==> config.mk <==
export PLATFORM = sky130hd
export DESIGN_NAME = mem_access_ctrl_flat
export DESIGN_NICKNAME = d
export VERILOG_FILES = /design/src/rtl/mem_access_ctrl_if.sv /design/src/rtl/mem_access_ctrl.sv /design/src/flat_wrapper.sv
export SDC_FILE = /design/constraint.sdc
export NUM_CORES = 1
export LEC_CHECK = 0
export ABC_CLOCK_PERIOD_IN_PS = 4000
export BUFFER_PORTS_ARGS = -buffer_cell sky130_fd_sc_hd__buf_2
export CAP_MARGIN = 10
export CORE_UTILIZATION = 53
export CTS_CLUSTER_DIAMETER = 200
export DETAILED_ROUTE_END_ITERATION = 16
export GPL_ROUTABILITY_DRIVEN = 0
export HOLD_SLACK_MARGIN = 0.06
export PLACE_DENSITY = 0.93
export SKIP_CTS_REPAIR_TIMING = 1
export SLEW_MARGIN = 25
export SYNTH_ARGS = -nofsm -noshare
export SYNTH_HDL_FRONTEND = slang
export SYNTH_SLANG_ARGS = --single-unit
==> constraint.sdc <==
create_clock -name Clk -period 4 [get_ports Clk]
set_clock_uncertainty 0.15 [all_clocks]
set_input_delay 0.4 -clock Clk [delete_from_list [all_inputs] [get_ports Clk]]
set_output_delay 0.4 -clock Clk [all_outputs]
set_load 0.02 [all_outputs]
==> src/rtl/mem_access_ctrl_if.sv <==
// Bus bundle between the LC-3 control unit / SRAM pads and mem_access_ctrl.
// Signals:
//   Mem_CE/Mem_OE/Mem_WE  active-low request strobes from the control unit
//   ADDR, Data_from_CPU   MAR / MDR contents
//   Data_from_SRAM        SRAM data bus, pad input side
//   Switches              board switches returned on I/O reads
//   Data_to_CPU           registered read data toward MDR
//   Data_to_SRAM, Data_oe write data toward the pad and its tristate enable
//   SRAM_ADDR, SRAM_*_N   SRAM address and active-low strobes
//   HEX_Data              memory-mapped hex display register
//   Busy, Done            controller status
// Modports: slave = the controller, master = control unit plus SRAM side.
interface mem_access_ctrl_if;
  logic        Mem_CE;
  logic        Mem_OE;
  logic        Mem_WE;
  logic [15:0] ADDR;
  logic [15:0] Data_from_CPU;
  logic [15:0] Data_from_SRAM;
  logic [15:0] Switches;
  logic [15:0] Data_to_CPU;
  logic [15:0] Data_to_SRAM;
  logic        Data_oe;
  logic [19:0] SRAM_ADDR;
  logic        SRAM_CE_N;
  logic        SRAM_OE_N;
  logic        SRAM_WE_N;
  logic [15:0] HEX_Data;
  logic        Busy;
  logic        Done;

  modport slave (
    input  Mem_CE, Mem_OE, Mem_WE, ADDR, Data_from_CPU, Data_from_SRAM, Switches,
    output Data_to_CPU, Data_to_SRAM, Data_oe, SRAM_ADDR, SRAM_CE_N, SRAM_OE_N,
           SRAM_WE_N, HEX_Data, Busy, Done
  );

  modport master (
    output Mem_CE, Mem_OE, Mem_WE, ADDR, Data_from_CPU, Data_from_SRAM, Switches,
    input  Data_to_CPU, Data_to_SRAM, Data_oe, SRAM_ADDR, SRAM_CE_N, SRAM_OE_N,
           SRAM_WE_N, HEX_Data, Busy, Done
  );
endinterface

==> src/rtl/mem_access_ctrl.sv <==
// Memory access controller between the LC-3 control unit and an asynchronous
// 16-bit SRAM. Each strobe assertion becomes exactly one timed SRAM read or
// write with WAIT_STATES extra pulse cycles; one address (IO_ADDR) is decoded
// as memory-mapped I/O (reads return Switches, writes load HEX_Data).
// Ports:
//   Clk    system clock, all state changes on the rising edge
//   Reset  synchronous, active-high reset
//   bus    mem_access_ctrl_if.slave, all outputs registered
module mem_access_ctrl #(
  parameter int unsigned WAIT_STATES = 1,
  parameter logic [15:0] IO_ADDR     = 16'hFFFF
) (
  input  logic                  Clk,
  input  logic                  Reset,
  mem_access_ctrl_if.slave      bus
);

  localparam logic [2:0] WAIT_LOAD = 3'(WAIT_STATES);

  typedef enum logic [3:0] {
    IDLE,
    RD_PULSE,
    WR_SETUP,
    WR_PULSE,
    WR_HOLD,
    IO_RD,
    IO_WR,
    DONE,
    RELEASE
  } state_t;

  state_t      state;
  logic [2:0]  wait_cnt;
  logic [15:0] io_wr_data;

  // Outputs are set on the edge that enters a state, so every strobe is
  // already valid for the whole first cycle of that state.
  // NOTE: sequential state uses non-blocking assignments only, so every
  // register sees the pre-edge value of every other register.
  always_ff @(posedge Clk) begin
    if (Reset) begin
      state            <= IDLE;
      wait_cnt         <= 3'd0;
      io_wr_data       <= 16'h0000;
      bus.Data_to_CPU  <= 16'h0000;
      bus.Data_to_SRAM <= 16'h0000;
      bus.Data_oe      <= 1'b0;
      bus.SRAM_ADDR    <= 20'h00000;
      bus.SRAM_CE_N    <= 1'b1;
      bus.SRAM_OE_N    <= 1'b1;
      bus.SRAM_WE_N    <= 1'b1;
      bus.HEX_Data     <= 16'h0000;
      bus.Busy         <= 1'b0;
      bus.Done         <= 1'b0;
    end else begin
      // Done is a single-cycle pulse; only the states that enter DONE raise it.
      bus.Done <= 1'b0;

      case (state)
        IDLE: begin
          // Write wins when both OE and WE are low.
          if (!bus.Mem_CE && !bus.Mem_WE) begin
            bus.Busy <= 1'b1;
            if (bus.ADDR == IO_ADDR) begin
              io_wr_data <= bus.Data_from_CPU;
              state      <= IO_WR;
            end else begin
              bus.SRAM_ADDR    <= {4'h0, bus.ADDR};
              bus.Data_to_SRAM <= bus.Data_from_CPU;
              bus.SRAM_CE_N    <= 1'b0;
              bus.Data_oe      <= 1'b1;
              state            <= WR_SETUP;
            end
          end else if (!bus.Mem_CE && !bus.Mem_OE) begin
            bus.Busy <= 1'b1;
            if (bus.ADDR == IO_ADDR) begin
              state <= IO_RD;
            end else begin
              bus.SRAM_ADDR <= {4'h0, bus.ADDR};
              bus.SRAM_CE_N <= 1'b0;
              bus.SRAM_OE_N <= 1'b0;
              wait_cnt      <= WAIT_LOAD;
              state         <= RD_PULSE;
            end
          end
        end

        RD_PULSE: begin
          if (wait_cnt == 3'd0) begin
            // Last strobe cycle: SRAM data has had the full pulse to settle.
            bus.Data_to_CPU <= bus.Data_from_SRAM;
            bus.SRAM_CE_N   <= 1'b1;
            bus.SRAM_OE_N   <= 1'b1;
            bus.Done        <= 1'b1;
            state           <= DONE;
          end else begin
            wait_cnt <= wait_cnt - 3'd1;
          end
        end

        WR_SETUP: begin
          bus.SRAM_WE_N <= 1'b0;
          wait_cnt      <= WAIT_LOAD;
          state         <= WR_PULSE;
        end

        WR_PULSE: begin
          if (wait_cnt == 3'd0) begin
            // WE rises one cycle before the data bus is released (hold time).
            bus.SRAM_WE_N <= 1'b1;
            state         <= WR_HOLD;
          end else begin
            wait_cnt <= wait_cnt - 3'd1;
          end
        end

        WR_HOLD: begin
          bus.SRAM_CE_N <= 1'b1;
          bus.Data_oe   <= 1'b0;
          bus.Done      <= 1'b1;
          state         <= DONE;
        end

        IO_RD: begin
          bus.Data_to_CPU <= bus.Switches;
          bus.Done        <= 1'b1;
          state           <= DONE;
        end

        IO_WR: begin
          bus.HEX_Data <= io_wr_data;
          bus.Done     <= 1'b1;
          state        <= DONE;
        end

        DONE: begin
          state <= RELEASE;
        end

        RELEASE: begin
          // A strobe still held low from this access must not start another.
          if (bus.Mem_OE && bus.Mem_WE) begin
            bus.Busy <= 1'b0;
            state    <= IDLE;
          end
        end

        default: begin
          bus.SRAM_CE_N <= 1'b1;
          bus.SRAM_OE_N <= 1'b1;
          bus.SRAM_WE_N <= 1'b1;
          bus.Data_oe   <= 1'b0;
          bus.Busy      <= 1'b0;
          state         <= IDLE;
        end
      endcase
    end
  end

endmodule

==> src/flat_wrapper.sv <==
// flat-port wrapper written by rule: the top's interface ports become plain ports
module mem_access_ctrl_flat 
#(
  parameter int unsigned WAIT_STATES = 1,
  parameter logic [15:0] IO_ADDR     = 16'hFFFF
)
  (Clk, Reset, bus_Mem_CE, bus_Mem_OE, bus_Mem_WE, bus_ADDR, bus_Data_from_CPU, bus_Data_from_SRAM, bus_Switches, bus_Data_to_CPU, bus_Data_to_SRAM, bus_Data_oe, bus_SRAM_ADDR, bus_SRAM_CE_N, bus_SRAM_OE_N, bus_SRAM_WE_N, bus_HEX_Data, bus_Busy, bus_Done);
  mem_access_ctrl_if bus_i ();
  input  logic Clk;
  input  logic Reset;
  input wire logic [$bits(bus_i.Mem_CE)-1:0] bus_Mem_CE;
  input wire logic [$bits(bus_i.Mem_OE)-1:0] bus_Mem_OE;
  input wire logic [$bits(bus_i.Mem_WE)-1:0] bus_Mem_WE;
  input wire logic [$bits(bus_i.ADDR)-1:0] bus_ADDR;
  input wire logic [$bits(bus_i.Data_from_CPU)-1:0] bus_Data_from_CPU;
  input wire logic [$bits(bus_i.Data_from_SRAM)-1:0] bus_Data_from_SRAM;
  input wire logic [$bits(bus_i.Switches)-1:0] bus_Switches;
  output wire logic [$bits(bus_i.Data_to_CPU)-1:0] bus_Data_to_CPU;
  output wire logic [$bits(bus_i.Data_to_SRAM)-1:0] bus_Data_to_SRAM;
  output wire logic [$bits(bus_i.Data_oe)-1:0] bus_Data_oe;
  output wire logic [$bits(bus_i.SRAM_ADDR)-1:0] bus_SRAM_ADDR;
  output wire logic [$bits(bus_i.SRAM_CE_N)-1:0] bus_SRAM_CE_N;
  output wire logic [$bits(bus_i.SRAM_OE_N)-1:0] bus_SRAM_OE_N;
  output wire logic [$bits(bus_i.SRAM_WE_N)-1:0] bus_SRAM_WE_N;
  output wire logic [$bits(bus_i.HEX_Data)-1:0] bus_HEX_Data;
  output wire logic [$bits(bus_i.Busy)-1:0] bus_Busy;
  output wire logic [$bits(bus_i.Done)-1:0] bus_Done;
  assign bus_i.Mem_CE = bus_Mem_CE;
  assign bus_i.Mem_OE = bus_Mem_OE;
  assign bus_i.Mem_WE = bus_Mem_WE;
  assign bus_i.ADDR = bus_ADDR;
  assign bus_i.Data_from_CPU = bus_Data_from_CPU;
  assign bus_i.Data_from_SRAM = bus_Data_from_SRAM;
  assign bus_i.Switches = bus_Switches;
  assign bus_Data_to_CPU = bus_i.Data_to_CPU;
  assign bus_Data_to_SRAM = bus_i.Data_to_SRAM;
  assign bus_Data_oe = bus_i.Data_oe;
  assign bus_SRAM_ADDR = bus_i.SRAM_ADDR;
  assign bus_SRAM_CE_N = bus_i.SRAM_CE_N;
  assign bus_SRAM_OE_N = bus_i.SRAM_OE_N;
  assign bus_SRAM_WE_N = bus_i.SRAM_WE_N;
  assign bus_HEX_Data = bus_i.HEX_Data;
  assign bus_Busy = bus_i.Busy;
  assign bus_Done = bus_i.Done;
  mem_access_ctrl #(.WAIT_STATES(WAIT_STATES), .IO_ADDR(IO_ADDR)) u_core (.Clk(Clk), .Reset(Reset), .bus(bus_i));
endmodule
==> metrics.txt, run 1 <==
# TYPE chip_impl_metric gauge
chip_impl_info{name="outcome",value="finished clean"} 1
chip_impl_metric{name="detail_route.vias_per_cell",unit=""} 5.477
chip_impl_info{name="cts_root_buffer",value="sky130_fd_sc_hd__clkbuf_8"} 1
chip_impl_info{name="worstSetupStartpointType",value="flip-flop"} 1
chip_impl_metric{name="placement_rows",unit=""} 30
chip_impl_metric{name="synth-edff-count",unit=""} 0
chip_impl_info{name="crit_path_top_delay_cell",value="sky130_fd_sc_hd__or4_4"} 1
chip_impl_info{name="worstSetupEndpointType",value="flip-flop"} 1
chip_impl_metric{name="areaGrowthSynthToFinish",unit="%"} 21.78
chip_impl_metric{name="share_seq_of_total_power",unit="%"} 42.0
chip_impl_info{name="rsz0062_at_grt",value="false"} 1
chip_impl_metric{name="drc_errors",unit=""} 0
chip_impl_info{name="synthTopCellsByArea",value="sky130_fd_sc_hd__dfxtp_1, sky130_fd_sc_hd__nand2_1, sky130_fd_sc_hd__mux2i_1"} 1
chip_impl_metric{name="leakage",unit="nW"} 1.981
chip_impl_metric{name="cts_num_sinks",unit=""} 93
chip_impl_metric{name="avgSynthCellArea",unit="um^2"} 8.761
chip_impl_metric{name="clkLatencyLatePin",unit="ns"} 0.36
chip_impl_info{name="synth_largest_area_cell",value="sky130_fd_sc_hd__dfxtp_1"} 1
chip_impl_metric{name="worst-slew-pin-transition",unit="ns"} 0.9519
chip_impl_metric{name="worstPathBufferInverterCount",unit=""} 0
chip_impl_metric{name="dp_hpwl",unit="um"} 7015
chip_impl_metric{name="total_power",unit="mW"} 2.945
chip_impl_metric{name="grt_max_degree",unit=""} 50
chip_impl_metric{name="grt_antenna_before_repair",unit=""} 0
chip_impl_metric{name="worst_ir_drop_vdd",unit="V"} 0.0004085
chip_impl_info{name="synth_top_flop_cell",value="sky130_fd_sc_hd__dfxtp_1"} 1
chip_impl_metric{name="h-tree-depth",unit=""} 3
chip_impl_metric{name="grt_pass1_wl",unit="um"} 15190
chip_impl_info{name="timing_worst_setup_path_type",value="flip-flop to flip-flop"} 1
chip_impl_metric{name="fmax",unit="GHz"} 0.4044
chip_impl_metric{name="place.port_buffers",unit=""} 138
chip_impl_metric{name="cp_data_required_time",unit="ns"} 4.06
chip_impl_metric{name="pre_cts_ws",unit="ns"} 1.582
chip_impl_metric{name="synth_cell_type_count",unit=""} 44
chip_impl_metric{name="ant_cells",unit=""} 0
chip_impl_metric{name="power.share.switching",unit="%"} 40.65
chip_impl_metric{name="cell_internal_pwr",unit="mW"} 1.748
chip_impl_info{name="worstPathCellList",value="or4_4 > nand2b_1 > nor2_4 > mux2i_1 > nor2_1"} 1
chip_impl_metric{name="final.setup.tns",unit="ns"} 0
chip_impl_info{name="holdCritPathClass",value="input port to flip-flop"} 1
chip_impl_metric{name="first_global_vias",unit=""} 3364
chip_impl_metric{name="timing.final.crit_share",unit="%"} 61.82
chip_impl_metric{name="gr-usage-all-layers",unit="%"} 25.33
chip_impl_metric{name="routed_wl",unit="um"} 9673
chip_impl_metric{name="timing.final.setup_violations",unit=""} 0
chip_impl_metric{name="max-slew-margin-rel",unit="%"} 36.20
chip_impl_metric{name="final_layout_size_suffix_gt1_share",unit="%"} 33.63
chip_impl_info{name="cts_tree",value="built"} 1
chip_impl_metric{name="floorplan.die.width",unit="um"} 87.67
chip_impl_metric{name="post-route-util",unit="%"} 68.22
chip_impl_metric{name="cts_made_buffers",unit=""} 9
chip_impl_metric{name="die_area",unit="um^2"} 7686
chip_impl_metric{name="timing.max_cap.violations",unit=""} 0
chip_impl_info{name="worst_hold_path_startpoint",value="bus_Data_from_CPU[2]"} 1
chip_impl_info{name="cp-startpoint",value="u_core.state[3]$_SDFFE_PP0P_"} 1
chip_impl_metric{name="timing.critical_path.arrival",unit="ns"} 2.53
chip_impl_metric{name="post_layout_instance_area",unit="um^2"} 4737
chip_impl_metric{name="detail_route.iter0.violations",unit=""} 312
chip_impl_metric{name="post-route-worst-setup-slack",unit="ns"} 1.527
chip_impl_metric{name="netlist.area_leader.share",unit="%"} 47.86
chip_impl_metric{name="synth-async-reset-ratio",unit="%"} 0
chip_impl_metric{name="die-height",unit="um"} 87.67
chip_impl_metric{name="final-max-slew-violation-count",unit=""} 0
chip_impl_metric{name="route.vias.total",unit=""} 3653
chip_impl_metric{name="power.share.combinational",unit="%"} 37.0
chip_impl_metric{name="drt_first_pass_iters",unit=""} 6
chip_impl_metric{name="critPathMaxFanout",unit=""} 18
chip_impl_metric{name="synth.cell_area",unit="um^2"} 3890
chip_impl_metric{name="synth_sequential_area_ratio",unit="%"} 47.86
chip_impl_info{name="synth.most_common_cell",value="sky130_fd_sc_hd__nand2_1"} 1
chip_impl_metric{name="power.switching",unit="mW"} 1.197
chip_impl_info{name="r2r_start",value="u_core.state[3]$_SDFFE_PP0P_"} 1
chip_impl_metric{name="power_density",unit="nW/um^2"} 621.7
chip_impl_metric{name="globalRoute.totalOverflow",unit=""} 0
chip_impl_metric{name="io_pins",unit=""} 143
chip_impl_info{name="synth_top_cells_by_count",value="sky130_fd_sc_hd__nand2_1, sky130_fd_sc_hd__dfxtp_1, sky130_fd_sc_hd__a21oi_1, sky130_fd_sc_hd__nor2_1, sky130_fd_sc_hd__mux2i_1"} 1
chip_impl_metric{name="nNetsFinal",unit=""} 637
chip_impl_metric{name="power.share.clock",unit="%"} 21.0
chip_impl_metric{name="cpPeakStageDelay",unit="ns"} 0.64
chip_impl_metric{name="cts.clk_slew.worst_paths",unit="ns"} 0.11
chip_impl_metric{name="syn_inst",unit=""} 444
chip_impl_metric{name="cts-root-to-sink-buffers",unit=""} 2
chip_impl_info{name="critical-path-top-delay-family",value="simple AND/OR/NAND/NOR gates"} 1
chip_impl_metric{name="initial_core_util",unit="%"} 56.02
chip_impl_metric{name="hold_viol",unit=""} 0
chip_impl_metric{name="period_minus_slack",unit="ns"} 2.473
chip_impl_metric{name="synth.ff_latch_count",unit=""} 93
chip_impl_metric{name="wl_per_cell",unit="um"} 14.50
chip_impl_metric{name="antenna_violating_nets_post_route",unit=""} 0
chip_impl_metric{name="core_area",unit="um^2"} 6944
chip_impl_metric{name="detailed_place.area",unit="um^2"} 4538
chip_impl_metric{name="ys_warn_count",unit=""} 0
[kinds of logic (layout without fill, tap and decap cells)]
group,after synthesis,count (layout),synth area share [%]
AO/OA/AOI/OAI,92,92,14.92
buffers and inverters,38,162,5.790
multiplexers,32,32,8.234
other,1,4,0.09640
adder cells (fa/ha/maj),2,2,0.6432
AND/OR/NAND/NOR,186,186,22.45
flip-flops,93,93,47.86
[final timing paths]
kind                                                  end  slack [ns]  cells past startpoint
setup / recovery     u_core.bus.SRAM_ADDR[1]$_SDFFE_PP0P_        1.53                      5
hold / removal    u_core.bus.Data_to_SRAM[2]$_SDFFE_PP0P_        0.13                      3
setup reg to reg     u_core.bus.SRAM_ADDR[1]$_SDFFE_PP0P_        1.53                      5
hold reg to reg       u_core.bus.HEX_Data[7]$_SDFFE_PP0P_        0.31                      2
[layer usage]
| metal | up-vias | routed length (um) | global-route usage [%] |
|---|---|---|---|
| met5 | - | 0 | 0 |
| met4 | 0 | 145 | 9.538 |
| met3 | 19 | 615 | 4.524 |
| met2 | 207 | 4867 | 45.38 |
| met1 | 1672 | 4045 | 30.23 |
| li1 | 1755 | - | - |
[power by group through the flow]
stage | registers (mW) | clock network (mW) | logic, mW
after floorplan | 1.37 | 0 | 0.656
after global placement | 1.24 | 0 | 1.04
after detailed placement | 1.25 | 0 | 1.08
after CTS | 1.23 | 0.626 | 1.09
after global routing | 1.25 | 0.661 | 1.20
final | 1.24 | 0.617 | 1.09
[registers in the layout, summed over array words and instances, names as in the netlist]
register / cells
u_core.bus.SRAM_ADDR: 16
u_core.bus.Busy: 1
u_core.bus.SRAM_WE_N: 1
u_core.bus.SRAM_CE_N: 1
u_core.bus.Data_oe: 1
u_core.bus.Done: 1
u_core.bus.Data_to_SRAM: 16
u_core.bus.Data_to_CPU: 16
u_core.bus.HEX_Data: 16
u_core.state: 4
u_core.bus.SRAM_OE_N: 1
u_core.io_wr_data: 16
u_core.wait_cnt: 3
[final cells by class]
| class | count | area [um^2] |
|---|---|---|
| multi-input combinational | 316 | 1824 |
| clock inverter | 7 | 75.07 |
| sequential | 93 | 1862 |
| timing repair buffer | 141 | 713.2 |
| clock buffer | 9 | 123.9 |
| tap | 96 | 120.1 |
| inverter | 5 | 18.77 |
| fill | 544 | 2207 |
[worst reg2reg max path: cells and delay by family (launching register included)]
family | cells | cell delay (ns)
simple gates | 4 | 1.42
mux | 1 | 0.27
flops | 1 | 0.49
[placed cells by master (no fill, tap or decap), drive strengths merged, types with 2 or more instances in the layout]
cell,Yosys,routed
conb,1,4
nand4,6,6
or4,2,2
a211oi,19,19
inv,5,8
and3,2,2
or2,2,2
or3,3,3
clkinv,0,3
dfxtp,93,93
o21ai,9,9
nand2,104,104
nand2b,4,4
clkbuf,20,9
nor2b,2,2
ha,2,2
mux2i,32,32
buf,13,141
nand3,3,3
nor3,7,7
nor2,47,47
a21oi,54,54
[per-stage QoR]
step	instances	hold slack (ns)
floorplan	447	0.2821
global placement	651	0.2861
detailed placement	651	0.2938
CTS	667	0.1244
global route	667	0.1196
finish	667	0.1294
Power figures use the tool's default switching activity.
==> run 2: changes to the inputs <==
--- a/config.mk
+++ b/config.mk
@@ -5,15 +5,15 @@
 export SDC_FILE = /design/constraint.sdc
 export NUM_CORES = 1
 export LEC_CHECK = 0
-export ABC_CLOCK_PERIOD_IN_PS = 4000
+export ABC_CLOCK_PERIOD_IN_PS = 2000
 export BUFFER_PORTS_ARGS = -buffer_cell sky130_fd_sc_hd__buf_2
 export CAP_MARGIN = 10
-export CORE_UTILIZATION = 53
+export CORE_UTILIZATION = 44
 export CTS_CLUSTER_DIAMETER = 200
 export DETAILED_ROUTE_END_ITERATION = 16
 export GPL_ROUTABILITY_DRIVEN = 0
 export HOLD_SLACK_MARGIN = 0.06
-export PLACE_DENSITY = 0.93
+export PLACE_DENSITY = 0.83
 export SKIP_CTS_REPAIR_TIMING = 1
 export SLEW_MARGIN = 25
 export SYNTH_ARGS = -nofsm -noshare
==> constraint.sdc (replaced) <==
create_clock -name Clk -period 2 [get_ports Clk]
set_clock_uncertainty 0.15 [all_clocks]
set_input_delay 0.2 -clock Clk [delete_from_list [all_inputs] [get_ports Clk]]
set_output_delay 0.2 -clock Clk [all_outputs]
set_load 0.02 [all_outputs]
==> run 2 against run 1 <==
The run now ends with hold timing left. Utilization fell by 2.6 points. Clock-buffer cell count unchanged. Sequential share of layout area down 5.4 points.
==> metrics.txt, run 2 (synthesis gave the netlist of run 1 again) <==
# TYPE chip_impl_metric gauge
chip_impl_info{name="outcome",value="complete, but fails checks"} 1
chip_impl_info{name="failing_checks",value="hold timing"} 1
chip_impl_info{name="holdCritPathClass",value="input port to flip-flop"} 1
chip_impl_metric{name="grt_antenna_before_repair",unit=""} 0
chip_impl_metric{name="place.port_buffers",unit=""} 138
chip_impl_metric{name="final_layout_size_suffix_gt1_share",unit="%"} 35.06
chip_impl_metric{name="dp_hpwl",unit="um"} 7062
chip_impl_metric{name="share_seq_of_total_power",unit="%"} 38.0
chip_impl_metric{name="post-route-util",unit="%"} 65.62
chip_impl_metric{name="timing.final.setup_violations",unit=""} 0
chip_impl_metric{name="cp_data_required_time",unit="ns"} 2.13
chip_impl_metric{name="wl_per_cell",unit="um"} 14.80
chip_impl_metric{name="post_layout_instance_area",unit="um^2"} 5500
chip_impl_info{name="worstSetupEndpointType",value="flip-flop"} 1
chip_impl_metric{name="detail_route.iter0.violations",unit=""} 145
chip_impl_metric{name="timing.critical_path.arrival",unit="ns"} 2.12
chip_impl_metric{name="final-max-slew-violation-count",unit=""} 0
chip_impl_metric{name="placed_cells",unit=""} 677
chip_impl_metric{name="die-height",unit="um"} 96.03
chip_impl_metric{name="cell_internal_pwr",unit="mW"} 3.768
chip_impl_metric{name="power.share.combinational",unit="%"} 42.2
chip_impl_metric{name="core_area",unit="um^2"} 8382
chip_impl_metric{name="finish.cell_count_without_fillers",unit=""} 741
chip_impl_metric{name="routed_length_on_met2",unit="um"} 5553
chip_impl_metric{name="detail_route.vias_per_cell",unit=""} 5.200
chip_impl_info{name="worstSetupStartpointType",value="flip-flop"} 1
chip_impl_metric{name="leakage",unit="nW"} 2.310
chip_impl_metric{name="routed_wl",unit="um"} 10960
chip_impl_info{name="most_used_cells_in_the_layout_excluding_fill_and_tap_cells",value="sky130_fd_sc_hd__buf_2, sky130_fd_sc_hd__dfxtp_1, sky130_fd_sc_hd__nand2_1"} 1
chip_impl_metric{name="power_density",unit="nW/um^2"} 1136
chip_impl_metric{name="critPathMaxFanout",unit=""} 8
chip_impl_metric{name="gr-usage-all-layers",unit="%"} 21.28
chip_impl_metric{name="ant_cells",unit=""} 0
chip_impl_metric{name="drc_errors",unit=""} 0
chip_impl_metric{name="power.share.switching",unit="%"} 39.68
chip_impl_info{name="cts_root_buffer",value="sky130_fd_sc_hd__clkbuf_8"} 1
chip_impl_metric{name="worst-slew-pin-transition",unit="ns"} 0.5421
chip_impl_metric{name="nNetsFinal",unit=""} 702
chip_impl_metric{name="first_global_vias",unit=""} 3434
chip_impl_metric{name="die_area",unit="um^2"} 9221
chip_impl_metric{name="io_pins",unit=""} 143
chip_impl_metric{name="detailed_place.area",unit="um^2"} 4760
chip_impl_metric{name="route.vias.total",unit=""} 3853
chip_impl_metric{name="met3RoutedLength",unit="um"} 782
chip_impl_info{name="worstPathCellList",value="or4_4 > or3_4 > nor2_4 > clkbuf_16 > nand2_1 > a21oi_1"} 1
chip_impl_metric{name="cpPeakStageDelay",unit="ns"} 0.53
chip_impl_metric{name="h-tree-depth",unit=""} 3
chip_impl_metric{name="initial_core_util",unit="%"} 46.41
chip_impl_metric{name="drt_first_pass_iters",unit=""} 4
chip_impl_metric{name="globalRoute.totalOverflow",unit=""} 0
chip_impl_metric{name="worst-r2r-setup-slack",unit="ns"} 0.007
chip_impl_info{name="crit_path_top_delay_cell",value="sky130_fd_sc_hd__or4_4"} 1
chip_impl_metric{name="cts.clk_slew.worst_paths",unit="ns"} 0.09
chip_impl_metric{name="fmax",unit="GHz"} 0.5017
chip_impl_info{name="cts_tree",value="built"} 1
chip_impl_metric{name="cts-root-to-sink-buffers",unit=""} 2
chip_impl_metric{name="final.setup.tns",unit="ns"} 0
chip_impl_metric{name="power.share.clock",unit="%"} 19.8
chip_impl_metric{name="worstPathBufferInverterCount",unit=""} 1
chip_impl_metric{name="whs",unit="ns"} -0.02781
chip_impl_metric{name="timing.max_cap.violations",unit=""} 0
chip_impl_info{name="highest_layer",value="met4"} 1
chip_impl_metric{name="drt-met1-wl",unit="um"} 4418
chip_impl_metric{name="clkLatencyLatePin",unit="ns"} 0.35
chip_impl_metric{name="placement_rows",unit=""} 33
chip_impl_metric{name="power.switching",unit="mW"} 2.479
chip_impl_metric{name="cts_made_buffers",unit=""} 9
chip_impl_metric{name="hold_viol",unit=""} 2
chip_impl_metric{name="cts_num_sinks",unit=""} 93
chip_impl_metric{name="grt_pass1_wl",unit="um"} 15240
chip_impl_metric{name="period_minus_slack",unit="ns"} 1.993
chip_impl_info{name="rsz0062_at_grt",value="true"} 1
chip_impl_info{name="most_common_cell_after_layout_fill_and_taps_aside",value="sky130_fd_sc_hd__buf_2"} 1
chip_impl_metric{name="floorplan.die.width",unit="um"} 96.03
chip_impl_metric{name="areaGrowthSynthToFinish",unit="%"} 41.40
chip_impl_metric{name="max-slew-margin-rel",unit="%"} 63.86
chip_impl_info{name="timing_worst_setup_path_type",value="flip-flop to flip-flop"} 1
chip_impl_metric{name="antenna_violating_nets_post_route",unit=""} 0
chip_impl_info{name="critical-path-top-delay-family",value="simple AND/OR/NAND/NOR gates"} 1
chip_impl_metric{name="worst_ir_drop_vdd",unit="V"} 0.0008241
chip_impl_metric{name="timing.final.crit_share",unit="%"} 99.66
chip_impl_metric{name="grt_max_degree",unit=""} 56
[run 2: through the flow]
stage / setup WS [ns] / power, mW
finish: 0.006723 / 6.246
global route: -0.04577 / 6.624
CTS: -0.03074 / 6.090
detailed placement: -0.01572 / 4.854
global placement: 0.02826 / 4.782
floorplan: -0.08864 / 4.053
[run 2: area by class of cell]
class | instances | area, um^2
Clock buffer | 9 | 123.9
Clock inverter | 7 | 72.57
Fill cell | 663 | 2882
Inverter | 5 | 18.77
Multi-Input combinational cell | 316 | 1879
Sequential cell | 93 | 1863
Tap cell | 105 | 131.4
Timing Repair Buffer | 206 | 1411
[run 2: power groups by stage]
stage | clock network [mW] | logic [mW] | registers [mW]
floorplan | 0 | 1.31 | 2.74
global placement | 0 | 2.41 | 2.38
detailed placement | 0 | 2.46 | 2.40
CTS | 1.27 | 2.46 | 2.36
global route | 1.35 | 2.88 | 2.40
finish | 1.24 | 2.64 | 2.37
[run 2: layer usage]
metal | vias up | GRT usage (%)
met5 | - | 0
met4 | 0 | 8.458
li1 | 1884 | -
met1 | 1771 | 24.90
met3 | 25 | 4.344
met2 | 173 | 37.77
[run 2: path summary, 6_finish.rpt]
kind                                startpoint                                       to  depth (start not counted)
max               u_core.state[2]$_SDFFE_PP0P_  u_core.bus.Data_to_SRAM[5]$_SDFFE_PP0P_                          6
min                       bus_Data_from_CPU[5]        u_core.io_wr_data[5]$_SDFFE_PP0P_                          3
max reg2reg       u_core.state[2]$_SDFFE_PP0P_  u_core.bus.Data_to_SRAM[5]$_SDFFE_PP0P_                          6
min reg2reg  u_core.io_wr_data[5]$_SDFFE_PP0P_      u_core.bus.HEX_Data[5]$_SDFFE_PP0P_                          2
[run 2: worst reg2reg max path: cells and delay by family, from the launching register on]
family	cells	cell delay, ns
buffers and inverters	1	0.19
DFF	1	0.33
AOI/OAI and AO/OA	1	0.12
and+or+nand+nor	4	1.14
